`config.mk`:
```
export PLATFORM = sky130hd
export DESIGN_NAME = srpt_fetch_dma_issuer_flat
export DESIGN_NICKNAME = d
export VERILOG_FILES = /design/src/rtl/srpt_fetch_dma_issuer_if.sv /design/src/rtl/srpt_fetch_dma_issuer.sv /design/src/flat_wrapper.sv
export SDC_FILE = /design/constraint.sdc
export NUM_CORES = 2
export LEC_CHECK = 0
export CAP_MARGIN = 20
export CORE_MARGIN = 4
export CORE_UTILIZATION = 50
export CTS_CLUSTER_DIAMETER = 50
export DETAILED_ROUTE_END_ITERATION = 16
export DONT_BUFFER_PORTS = 1
export PLACE_DENSITY = 0.66
export SYNTH_ARGS = -nofsm -noshare
export SYNTH_HDL_FRONTEND = slang
export SYNTH_MEMORY_MAX_BITS = 65536
export SYNTH_SLANG_ARGS = --single-unit
export TNS_END_PERCENT = 100
```
`constraint.sdc`:
```
create_clock -name ap_clk -period 10.95 [get_ports ap_clk]
set_clock_uncertainty 0.1 [all_clocks]
set_input_delay 1.6425 -clock ap_clk [delete_from_list [all_inputs] [get_ports ap_clk]]
set_output_delay 1.6425 -clock ap_clk [all_outputs]
set_load 0.005 [all_outputs]
```
`src/rtl/srpt_fetch_dma_issuer_if.sv`:
```
`default_nettype none
// ============================================================================
// Module   : srpt_fetch_dma_issuer_if
// Brief    : Fetch-request, progress-update and DMA command/completion bundle
//            for the SRPT fetch DMA issuer.
// Revision : 1.0 - initial release
// ============================================================================
interface srpt_fetch_dma_issuer_if #(
    parameter int QUEUE_ENTRY_SIZE = 66,
    parameter int MAX_OUTSTANDING  = 8
);
    localparam int c_tag_w = $clog2(MAX_OUTSTANDING);

    logic                        S_AXIS_TVALID;
    logic                        S_AXIS_TREADY;
    logic [QUEUE_ENTRY_SIZE-1:0] S_AXIS_TDATA;

    logic                        M_AXIS_TVALID;
    logic                        M_AXIS_TREADY;
    logic [QUEUE_ENTRY_SIZE-1:0] M_AXIS_TDATA;

    logic                        dma_req_valid;
    logic                        dma_req_ready;
    logic [63:0]                 dma_req_addr;
    logic [7:0]                  dma_req_len;
    logic [29:0]                 dma_req_dbuff;
    logic [c_tag_w-1:0]          dma_req_tag;

    logic                        dma_cpl_valid;
    logic [c_tag_w-1:0]          dma_cpl_tag;

    // Issuer side
    modport master (
        input  S_AXIS_TVALID, S_AXIS_TDATA,
        output S_AXIS_TREADY,
        output M_AXIS_TVALID, M_AXIS_TDATA,
        input  M_AXIS_TREADY,
        output dma_req_valid, dma_req_addr, dma_req_len, dma_req_dbuff, dma_req_tag,
        input  dma_req_ready,
        input  dma_cpl_valid, dma_cpl_tag
    );

    // Queue / DMA-engine side
    modport slave (
        output S_AXIS_TVALID, S_AXIS_TDATA,
        input  S_AXIS_TREADY,
        input  M_AXIS_TVALID, M_AXIS_TDATA,
        output M_AXIS_TREADY,
        input  dma_req_valid, dma_req_addr, dma_req_len, dma_req_dbuff, dma_req_tag,
        output dma_req_ready,
        output dma_cpl_valid, dma_cpl_tag
    );
endinterface
`default_nettype wire

```
`src/rtl/srpt_fetch_dma_issuer.sv`:
```
`default_nettype none
// ============================================================================
// Module   : srpt_fetch_dma_issuer
// Brief    : Turns SRPT fetch requests into tagged host DMA reads and returns
//            per-block dbuff progress updates in completion order.
// Revision : 1.0 - initial release
// ============================================================================
module srpt_fetch_dma_issuer #(
    parameter int MAX_RPCS         = 64,
    parameter int MAX_OUTSTANDING  = 8,
    parameter int CACHE_BLOCK_SIZE = 64,
    parameter int QUEUE_ENTRY_SIZE = 66
) (
    input  wire                          ap_clk,
    input  wire                          ap_rst,
    srpt_fetch_dma_issuer_if.master      bus,
    input  wire                          cfg_we,
    input  wire [$clog2(MAX_RPCS)-1:0]   cfg_rpc_id,
    input  wire [63:0]                   cfg_addr,
    output logic [15:0]                  err_count
);
    localparam int c_tag_w = $clog2(MAX_OUTSTANDING);
    localparam int c_rpc_w = $clog2(MAX_RPCS);

    logic [15:0]                 w_in_rpc;
    logic [9:0]                  w_in_dbuff;
    logic [19:0]                 w_in_off;
    logic [19:0]                 w_in_len;
    logic [19:0]                 w_remain;
    logic [7:0]                  w_blk_len;
    logic [19:0]                 w_end_off;
    logic [63:0]                 w_base;

    logic [63:0]                 r_addr_tbl [MAX_RPCS];
    logic [QUEUE_ENTRY_SIZE-1:0] r_ctx      [MAX_OUTSTANDING];
    logic [c_tag_w-1:0]          r_fifo     [MAX_OUTSTANDING];

    logic [MAX_OUTSTANDING-1:0]  r_busy;
    logic [MAX_OUTSTANDING-1:0]  r_pending;
    logic [c_tag_w:0]            r_wr_ptr;
    logic [c_tag_w:0]            r_rd_ptr;
    logic                        r_req_valid;
    logic [63:0]                 r_req_addr;
    logic [7:0]                  r_req_len;
    logic [29:0]                 r_req_dbuff;
    logic [c_tag_w-1:0]          r_req_tag;
    logic [15:0]                 r_err;

    logic                        w_free_any;
    logic [c_tag_w-1:0]          w_free_tag;
    logic                        w_s_ready;
    logic                        w_s_fire;
    logic                        w_bad;
    logic                        w_issue;
    logic                        w_drop;
    logic                        w_fifo_empty;
    logic [c_tag_w-1:0]          w_head_tag;
    logic                        w_pop;
    logic                        w_cpl_hit;
    logic                        w_stray;
    logic [1:0]                  w_err_inc;
    logic [16:0]                 w_err_sum;

    assign w_in_rpc   = bus.S_AXIS_TDATA[15:0];
    assign w_in_dbuff = bus.S_AXIS_TDATA[25:16];
    assign w_in_off   = bus.S_AXIS_TDATA[45:26];
    assign w_in_len   = bus.S_AXIS_TDATA[65:46];

    // rpc_id values at or above MAX_RPCS alias onto the low table index bits
    assign w_base     = r_addr_tbl[w_in_rpc[c_rpc_w-1:0]];

    assign w_remain   = w_in_len - w_in_off;
    assign w_blk_len  = (w_remain >= 20'(CACHE_BLOCK_SIZE)) ? 8'(CACHE_BLOCK_SIZE)
                                                            : w_remain[7:0];
    assign w_end_off  = w_in_off + {12'd0, w_blk_len};

    // Lowest-numbered free tag
    always_comb begin
        w_free_any = 1'b0;
        w_free_tag = '0;
        for (int i = MAX_OUTSTANDING - 1; i >= 0; i--) begin
            if (!r_busy[i]) begin
                w_free_any = 1'b1;
                w_free_tag = c_tag_w'(i);
            end
        end
    end

    assign w_s_ready = !ap_rst && w_free_any && (!r_req_valid || bus.dma_req_ready);
    assign w_s_fire  = bus.S_AXIS_TVALID && w_s_ready;
    assign w_bad     = (w_in_off >= w_in_len);
    assign w_issue   = w_s_fire && !w_bad;
    assign w_drop    = w_s_fire && w_bad;

    assign w_fifo_empty = (r_wr_ptr == r_rd_ptr);
    assign w_head_tag   = r_fifo[r_rd_ptr[c_tag_w-1:0]];
    assign w_pop        = !w_fifo_empty && bus.M_AXIS_TREADY;

    // A tag already queued for update is no longer awaiting data, so a repeat
    // completion on it is treated as stray rather than queued twice.
    assign w_cpl_hit = bus.dma_cpl_valid && r_pending[bus.dma_cpl_tag];
    assign w_stray   = bus.dma_cpl_valid && !w_cpl_hit;

    assign w_err_inc = {1'b0, w_drop} + {1'b0, w_stray};
    assign w_err_sum = {1'b0, r_err} + {15'd0, w_err_inc};

    always_ff @(posedge ap_clk) begin
        if (cfg_we) begin
            r_addr_tbl[cfg_rpc_id] <= cfg_addr;
        end
    end

    always_ff @(posedge ap_clk) begin
        if (w_issue) begin
            r_ctx[w_free_tag] <= {w_in_len, w_end_off, w_in_dbuff, w_in_rpc};
            r_req_addr        <= w_base + {44'd0, w_in_off};
            r_req_len         <= w_blk_len;
            r_req_dbuff       <= {w_in_dbuff, w_in_off};
            r_req_tag         <= w_free_tag;
        end
        if (w_cpl_hit) begin
            r_fifo[r_wr_ptr[c_tag_w-1:0]] <= bus.dma_cpl_tag;
        end
    end

    always_ff @(posedge ap_clk) begin
        if (ap_rst) begin
            r_busy      <= '0;
            r_pending   <= '0;
            r_wr_ptr    <= '0;
            r_rd_ptr    <= '0;
            r_req_valid <= 1'b0;
            r_err       <= '0;
        end else begin
            if (w_issue) begin
                r_busy[w_free_tag]    <= 1'b1;
                r_pending[w_free_tag] <= 1'b1;
            end
            if (w_cpl_hit) begin
                r_pending[bus.dma_cpl_tag] <= 1'b0;
                r_wr_ptr                   <= r_wr_ptr + 1'b1;
            end
            // The tag stays reserved until its update leaves, bounding FIFO fill
            if (w_pop) begin
                r_busy[w_head_tag] <= 1'b0;
                r_rd_ptr           <= r_rd_ptr + 1'b1;
            end
            if (w_issue) begin
                r_req_valid <= 1'b1;
            end else if (bus.dma_req_ready) begin
                r_req_valid <= 1'b0;
            end
            r_err <= w_err_sum[16] ? 16'hFFFF : w_err_sum[15:0];
        end
    end

    assign bus.S_AXIS_TREADY = w_s_ready;
    assign bus.M_AXIS_TVALID = !w_fifo_empty;
    assign bus.M_AXIS_TDATA  = r_ctx[w_head_tag];
    assign bus.dma_req_valid = r_req_valid;
    assign bus.dma_req_addr  = r_req_addr;
    assign bus.dma_req_len   = r_req_len;
    assign bus.dma_req_dbuff = r_req_dbuff;
    assign bus.dma_req_tag   = r_req_tag;
    assign err_count         = r_err;

endmodule
`default_nettype wire

```
`src/flat_wrapper.sv`:
```
// flat-port wrapper written by rule: the top's interface ports become plain ports
module srpt_fetch_dma_issuer_flat 
#(
    parameter int MAX_RPCS         = 64,
    parameter int MAX_OUTSTANDING  = 8,
    parameter int CACHE_BLOCK_SIZE = 64,
    parameter int QUEUE_ENTRY_SIZE = 66
)
  (ap_clk, ap_rst, cfg_we, cfg_rpc_id, cfg_addr, err_count, bus_S_AXIS_TVALID, bus_S_AXIS_TDATA, bus_S_AXIS_TREADY, bus_M_AXIS_TVALID, bus_M_AXIS_TDATA, bus_M_AXIS_TREADY, bus_dma_req_valid, bus_dma_req_addr, bus_dma_req_len, bus_dma_req_dbuff, bus_dma_req_tag, bus_dma_req_ready, bus_dma_cpl_valid, bus_dma_cpl_tag);
  srpt_fetch_dma_issuer_if #(.QUEUE_ENTRY_SIZE(QUEUE_ENTRY_SIZE), .MAX_OUTSTANDING(MAX_OUTSTANDING)) bus_i ();
  input  wire ap_clk;
  input  wire ap_rst;
  input  wire cfg_we;
  input  wire [$clog2(MAX_RPCS)-1:0] cfg_rpc_id;
  input  wire [63:0] cfg_addr;
  output logic [15:0] err_count;
  input wire logic [$bits(bus_i.S_AXIS_TVALID)-1:0] bus_S_AXIS_TVALID;
  input wire logic [$bits(bus_i.S_AXIS_TDATA)-1:0] bus_S_AXIS_TDATA;
  output wire logic [$bits(bus_i.S_AXIS_TREADY)-1:0] bus_S_AXIS_TREADY;
  output wire logic [$bits(bus_i.M_AXIS_TVALID)-1:0] bus_M_AXIS_TVALID;
  output wire logic [$bits(bus_i.M_AXIS_TDATA)-1:0] bus_M_AXIS_TDATA;
  input wire logic [$bits(bus_i.M_AXIS_TREADY)-1:0] bus_M_AXIS_TREADY;
  output wire logic [$bits(bus_i.dma_req_valid)-1:0] bus_dma_req_valid;
  output wire logic [$bits(bus_i.dma_req_addr)-1:0] bus_dma_req_addr;
  output wire logic [$bits(bus_i.dma_req_len)-1:0] bus_dma_req_len;
  output wire logic [$bits(bus_i.dma_req_dbuff)-1:0] bus_dma_req_dbuff;
  output wire logic [$bits(bus_i.dma_req_tag)-1:0] bus_dma_req_tag;
  input wire logic [$bits(bus_i.dma_req_ready)-1:0] bus_dma_req_ready;
  input wire logic [$bits(bus_i.dma_cpl_valid)-1:0] bus_dma_cpl_valid;
  input wire logic [$bits(bus_i.dma_cpl_tag)-1:0] bus_dma_cpl_tag;
  assign bus_i.S_AXIS_TVALID = bus_S_AXIS_TVALID;
  assign bus_i.S_AXIS_TDATA = bus_S_AXIS_TDATA;
  assign bus_S_AXIS_TREADY = bus_i.S_AXIS_TREADY;
  assign bus_M_AXIS_TVALID = bus_i.M_AXIS_TVALID;
  assign bus_M_AXIS_TDATA = bus_i.M_AXIS_TDATA;
  assign bus_i.M_AXIS_TREADY = bus_M_AXIS_TREADY;
  assign bus_dma_req_valid = bus_i.dma_req_valid;
  assign bus_dma_req_addr = bus_i.dma_req_addr;
  assign bus_dma_req_len = bus_i.dma_req_len;
  assign bus_dma_req_dbuff = bus_i.dma_req_dbuff;
  assign bus_dma_req_tag = bus_i.dma_req_tag;
  assign bus_i.dma_req_ready = bus_dma_req_ready;
  assign bus_i.dma_cpl_valid = bus_dma_cpl_valid;
  assign bus_i.dma_cpl_tag = bus_dma_cpl_tag;
  srpt_fetch_dma_issuer #(.MAX_RPCS(MAX_RPCS), .MAX_OUTSTANDING(MAX_OUTSTANDING), .CACHE_BLOCK_SIZE(CACHE_BLOCK_SIZE), .QUEUE_ENTRY_SIZE(QUEUE_ENTRY_SIZE)) u_core (.ap_clk(ap_clk), .ap_rst(ap_rst), .bus(bus_i), .cfg_we(cfg_we), .cfg_rpc_id(cfg_rpc_id), .cfg_addr(cfg_addr), .err_count(err_count));
endmodule
```
Yosys cells after proc, flatten, opt, wreduce, memory -nomap -nowiden
Memories as Yosys holds them, arrays and structs flattened. A register that Yosys moved wholly into a read port is not among the register bits.
Cells that the tools add are included.
Widths: inputs -> output; s select.

word-level totals
  flip-flop bits (word level) = 146
  bits in writable memories = 4648
  input port bits = 146
  memories = 3

cells by class
  add/subtract/negate cells = 7
  $lt $le $gt $ge = 8
  eq/ne operators = 1
  multiplexer cells = 42
  bitwise operators = 6
  reduce and logical (&&, ||, !) cells = 18

memory list
  name               depth  width  read ports  clocked after Yosys merged registers in  wr ports  RTL line                     RTL
  u_core.r_addr_tbl  64     64     1           0                                        1         srpt_fetch_dma_issuer.sv:34  logic [63:0] r_addr_tbl [MAX_RPCS];
  u_core.r_ctx       8      66     1           0                                        1         srpt_fetch_dma_issuer.sv:35  logic [QUEUE_ENTRY_SIZE-1:0] r_ctx [MAX_OUTSTANDING];
  u_core.r_fifo      8      3      1           1                                        1         srpt_fetch_dma_issuer.sv:36  logic [c_tag_w-1:0] r_fifo [MAX_OUTSTANDING];

operator list
  kind                 count
  $add 64x20->64       1
  $mux 8               7
  $mux 3               10
  $add 20x8->20        1
  $ge 20x20->1         1
  $ge 20x7->1 const B  1
  $mux 1               20
  $sub 20x20->20       1
  $add 16x2->17        1
  $and 8x8->8          2
  $mux 16              1
  $not 8->8            2
  $or 8x8->8           2
  $lt 3x4->1 const B   3
  $logic_and 1x1->1    11
  $demux 1 s3          3
  $ge 3x1->1 const B   3
  $add 4x1->4 const B  2
  $logic_not 1->1      5
  $eq 4x4->1           1
  $bmux 1 s3           1
  $add 1x1->2          1
  $reduce_bool 2->1    1
  $logic_or 1x1->1     1

Depth between registers and ports, before layout
  word-level depth = 17
  mapped depth = 27
  gate-level depth less buffers = 24

Least setup slack after synthesis
OpenSTA, ideal clock, no wires.

  kind = in2reg
  start = in bus_S_AXIS_TDATA[46]
  end = mem u_core.r_ctx[2][0], enable pin
  arrival time = 10072 ps
  setup slack = 288 ps
  cell stages on the path = 14
  buffers on the path = 1
  cells stage by stage = inv_1 -> ha_1 -> fa_1 -> nor2b_1 -> o31a_1 -> o21ai_0 -> o21ai_0 -> a221o_1 -> a21oi_1 -> or2_2 -> nor2_1 -> clkbuf_1 -> nand2_1 -> nor2_1

between the ends
  word-level cells in the longest chain between the ends = 5

RTL lines
  what                          RTL line                      RTL
  start: declaration            flat_wrapper.sv:18            input wire logic [$bits(bus_i.S_AXIS_TDATA)-1:0] bus_S_AXIS_TDATA;
  $ge 20x20->1                  srpt_fetch_dma_issuer.sv:91   assign w_bad = (w_in_off >= w_in_len);
  $logic_not 1->1               srpt_fetch_dma_issuer.sv:92   assign w_issue = w_s_fire && !w_bad;
  $logic_and 1x1->1             srpt_fetch_dma_issuer.sv:92
  named net u_core.w_issue      srpt_fetch_dma_issuer.sv:54   logic w_issue;
  $mux 1                        srpt_fetch_dma_issuer.sv:114  if (w_issue) begin
  $mux 1 (not written as such)  srpt_fetch_dma_issuer.sv:115  r_ctx[w_free_tag] <= {w_in_len, w_end_off, w_in_dbuff, w_in_rpc};
  end: declaration              srpt_fetch_dma_issuer.sv:35

The timed path passes the listed nets, and every way through them passes these cells.

Worst setup path after layout
  start = in bus_S_AXIS_TDATA[0]
  end = reg u_core.r_req_addr[58], in the netlist u_core.bus.dma_req_addr[58], data pin

between the ends
  word-level cells in the longest chain between the ends = 2

RTL lines
  what                    RTL line                      RTL
  $mem_v2 64x64           --
  $add 64x20->64          srpt_fetch_dma_issuer.sv:116  r_req_addr <= w_base + {44'd0, w_in_off};
  end signal: assignment  srpt_fetch_dma_issuer.sv:116
  end: declaration        srpt_fetch_dma_issuer.sv:43   logic [63:0] r_req_addr;

No other way between the ends.
A chain may end at the register's enable or synchronous reset.

==> flow_summary_export.csv <==
group,metric,value,unit
status,status,"finished, violations left",
status,violations,"max-slew violations",
timing,relSlewSlack,-0.0700,
logic_synthesis,ys_warn_count,0,
placement,io_buffers,0,
critical_path,setup.worst_path.class,"input port to register",
logic_synthesis,synth_top_area_share,0.762,
logic_synthesis,synthCells,8964,
floorplanning,start_util,0.503,
logic_synthesis,yosysTopAreaCell,"edfxtp_1",
placement,place_area,193000,sq um
logic_synthesis,ys.flop_type,"edfxtp_1",
logic_synthesis,synthTopCellsByArea,"edfxtp_1, mux4_2, nand2_1",
global_routing,use_met1,0.382,
layout,drive_gt1_frac,0.212,
floorplanning,die_x,620,microns
logic_synthesis,synth-edff-count,4753,
global_routing,track_usage,0.270,
layout,final_area,208000,sq um
timing,layout_min_cycle_time,8.82,ns
clock_network,clkLatencyLatePin,0.98,ns
clock_network,root_buffer,"clkbuf_16",
global_routing,overflow,0,
clock_network,cts.repair.resized,0,
clock_network,clockBufferDepth,4,
logic_synthesis,synth_most_common_cell,"edfxtp_1",
timing,fin_crit_sh,0.805,
placement,gp_congestion,0.842,
power,power_leakage,65.9,nW
min_path,worstHoldPathType,"register to register",
timing,slew_viol_final,104,
critical_path,startpoint,"bus_S_AXIS_TDATA[0]",
timing,tns,0,ns
power,p_per_area,182,nW/um^2
layout,syn_to_final_growth,11.1,%
routing,route.detailed.drc,0,
critical_path,r2r_start,"u_core.r_addr_tbl[15][2]$_DFFE_PP_",
critical_path,r2r_cells,15,
clock_network,ctsHoldBuffers,0,
critical_path,crit_top_cell,"buf_16",
critical_path,cpMaxStageDelayCell,"buf_16",
critical_path,worstPathCellList,"buf_16, buf_16, buf_16, buf_16, buf_16, buf_16, mux4_2, mux2i_1, mux2i_1, o21ai_0, a21oi_1, o211ai_1, or3_1, or2_0, nor4_2, xnor2_1",
logic_synthesis,synth_commonest_cells,"edfxtp_1, mux4_2, nand2_1",
floorplanning,core_area,373000,sq um
logic_synthesis,netlist_area,187000,sq um
timing,rsz0062_at_grt,"no",
critical_path,arrival,9.42,ns
critical_path,worstSetupEndpoint,"u_core.bus.dma_req_addr[58]$_DFFE_PP_",
critical_path,slowest_delay,0.80,ns
logic_synthesis,syn_area_per_cell,20.9,sq um
clock_network,cts_tree,"yes",
routing,wl_per_cell,36.1,microns
routing,postRouteAntennaNets,0,
routing,first_iter_violations,14405,
floorplanning,dieArea,385000,sq um
global_routing,grt_max_degree,489,
clock_network,h-tree-depth,5,
floorplanning,io_pins,336,
floorplanning,rows,224,
timing,setup_viol,0,
clock_network,post_cts_buffers,0,
placement,hpwl,278000,microns
clock_network,clock_sinks,4797,
global_routing,grt_pass1_vias,93030,
critical_path,r2r_slack,4.98,ns
clock_network,path_clk_slew,0.06,ns
critical_path,worst_setup_path_start_kind,"input port",
critical_path,cp_max_fo,151,
critical_path,timing.rr.end,"u_core.bus.dma_req_addr[60]$_DFFE_PP_",
logic_synthesis,synthArstFlopShare,0,
critical_path,cp.required,11.55,ns
layout,final_nets,9374,
global_routing,antenna_found_initial,22,
power,peakVddDrop,173,uV
critical_path,cp-end-kind,"register",
global_routing,grt_pass1_wl,729000,microns
logic_synthesis,synth_cell_types,91,
routing,totalWireLength,525000,microns
global_routing,busiest_layer,"met2",
routing,dr.pass1.iters,8,
clock_network,numCtsBuffers,473,
run,cap_viol_max_count,0,
global_routing,met2_usage,0.424,
layout,nFillCells,27134,
timing,worstMarginPinSlew,1.61,ns
layout,final_core_util,0.558,
logic_synthesis,synth_seq_cells,4797,
timing,max_freq,113,MHz
timing,finalHoldViolCount,0,
routing,viasPerCell,6.62,
routing,vias,96213,
floorplanning,die_h,620,microns
logic_synthesis,seq_area_frac_synth,0.766,
global_routing,met3_usage,0.0631,
==> where the power goes <==
part           internal (mW)  switching (mW)  total, mW
logic                  0.676           0.861       1.54
clock network           9.11            6.87       16.0
registers               20.3          0.0517       20.4
==> state kept, by name, summed over array words and instances (netlist names), named ones only <==
name and count:
u_core.bus.dma_req_valid 1, u_core.bus.dma_req_tag 3, u_core.r_busy 8, u_core.r_pending 8, u_core.bus.dma_req_dbuff 30, u_core.r_ctx 528
u_core.r_addr_tbl 4096, u_core.r_wr_ptr 4, u_core.err_count 16, u_core.bus.dma_req_addr 64, u_core.r_rd_ptr 4, u_core.bus.dma_req_len 8
u_core.r_fifo 24
==> layout make-up <==
class                      instances  area [sq um]  area share
clock inverter                   281          2780      0.0133
sequential                      4797        144000       0.690
inverter                          69           269     0.00129
antenna                            8          20.0   0.0000962
clock buffer                     579         12400      0.0594
tap                             4972          6220      0.0299
timing repair buffer             195          1940     0.00931
multi-input combinational       3638         40900       0.197
==> per-layer routing <==
metal / wire length [microns] / part of all wire / vias to the layer above
met5: 66 / 0.00013 / -
li1: - / - / 37478
met1: 196000 / 0.37 / 51412
met4: 16900 / 0.032 / 10
met2: 249000 / 0.47 / 6367
met3: 63700 / 0.12 / 946
==> worst min path at each step <==
stage	from	to	slack [ns]	cells after the start
2_1_floorplan	u_core.r_pending[6]$_SDFF_PP0_	u_core.r_pending[6]$_SDFF_PP0_	0.34	1
3_3_place_gp	u_core.r_pending[6]$_SDFF_PP0_	u_core.r_pending[6]$_SDFF_PP0_	0.34	1
3_5_place_dp	u_core.r_pending[3]$_SDFF_PP0_	u_core.r_pending[3]$_SDFF_PP0_	0.36	2
4_1_cts	u_core.r_pending[3]$_SDFF_PP0_	u_core.r_pending[3]$_SDFF_PP0_	0.37	2
5_1_grt	u_core.r_pending[4]$_SDFF_PP0_	u_core.r_pending[4]$_SDFF_PP0_	0.38	2
6_report	u_core.r_pending[4]$_SDFF_PP0_	u_core.r_pending[4]$_SDFF_PP0_	0.37	2
==> cells in the final DEF (no fill, tap or decap), types with 19 or more instances in the layout <==
master / netlist / layout
edfxtp_1: 4753 / 4753
mux4_2: 1034 / 1034
nand2_1: 717 / 717
clkbuf_16: 0 / 479
nand3_1: 408 / 408
mux2i_1: 228 / 225
buf_4: 54 / 165
a22oi_1: 146 / 146
nor2_1: 186 / 116
o21ai_0: 111 / 111
clkbuf_1: 191 / 100
a21oi_1: 97 / 97
clkinv_1: 1 / 95
clkinv_2: 0 / 86
mux4_1: 83 / 83
nor2_4: 0 / 68
xnor2_1: 65 / 65
inv_1: 68 / 62
ha_1: 50 / 50
nor3_1: 47 / 47
bufinv_16: 0 / 47
dfxtp_1: 44 / 44
o22ai_1: 41 / 41
xor2_1: 40 / 40
nor2b_1: 36 / 33
nand4_1: 32 / 32
nand2b_1: 25 / 25
a211oi_1: 20 / 20
clkinvlp_4: 0 / 19
==> worst max-delay path, delay by kind of cell <==
kind	cells	cell delay [ns]
buffers and inverters	6	3.45
and+or+nand+nor	3	1.56
AOI/OAI and AO/OA	3	0.95
muxes	3	0.85
xor gates and xnor gates	1	0.11
==> stage by stage <==
stage	hold slack, ns	setup WS [ns]	instances	power [mW]
after floorplan	0.336	0.288	8965	21.9
after global placement	0.344	1.19	13661	22.3
after detailed placement	0.362	1.06	13666	22.3
after CTS	0.371	2.13	14526	38.0
after global routing	0.383	1.50	14533	38.9
final	0.367	2.13	14539	37.9
==> kinds of logic after synthesis <==
| family | after synthesis | share of synthesized area |
|---|---|---|
| flip-flops | 4797 | 0.766 |
| AND/OR/NAND/NOR | 1558 | 0.0377 |
| multiplexers | 1358 | 0.149 |
| AO/OA/AOI/OAI | 561 | 0.0199 |
| buffers and inverters | 530 | 0.0185 |
| XOR/XNOR | 105 | 0.00491 |
| adder cells (fa/ha/maj) | 54 | 0.00377 |
| other | 1 | 0.0000200 |
No activity file was read; power rests on OpenSTA's default activity.
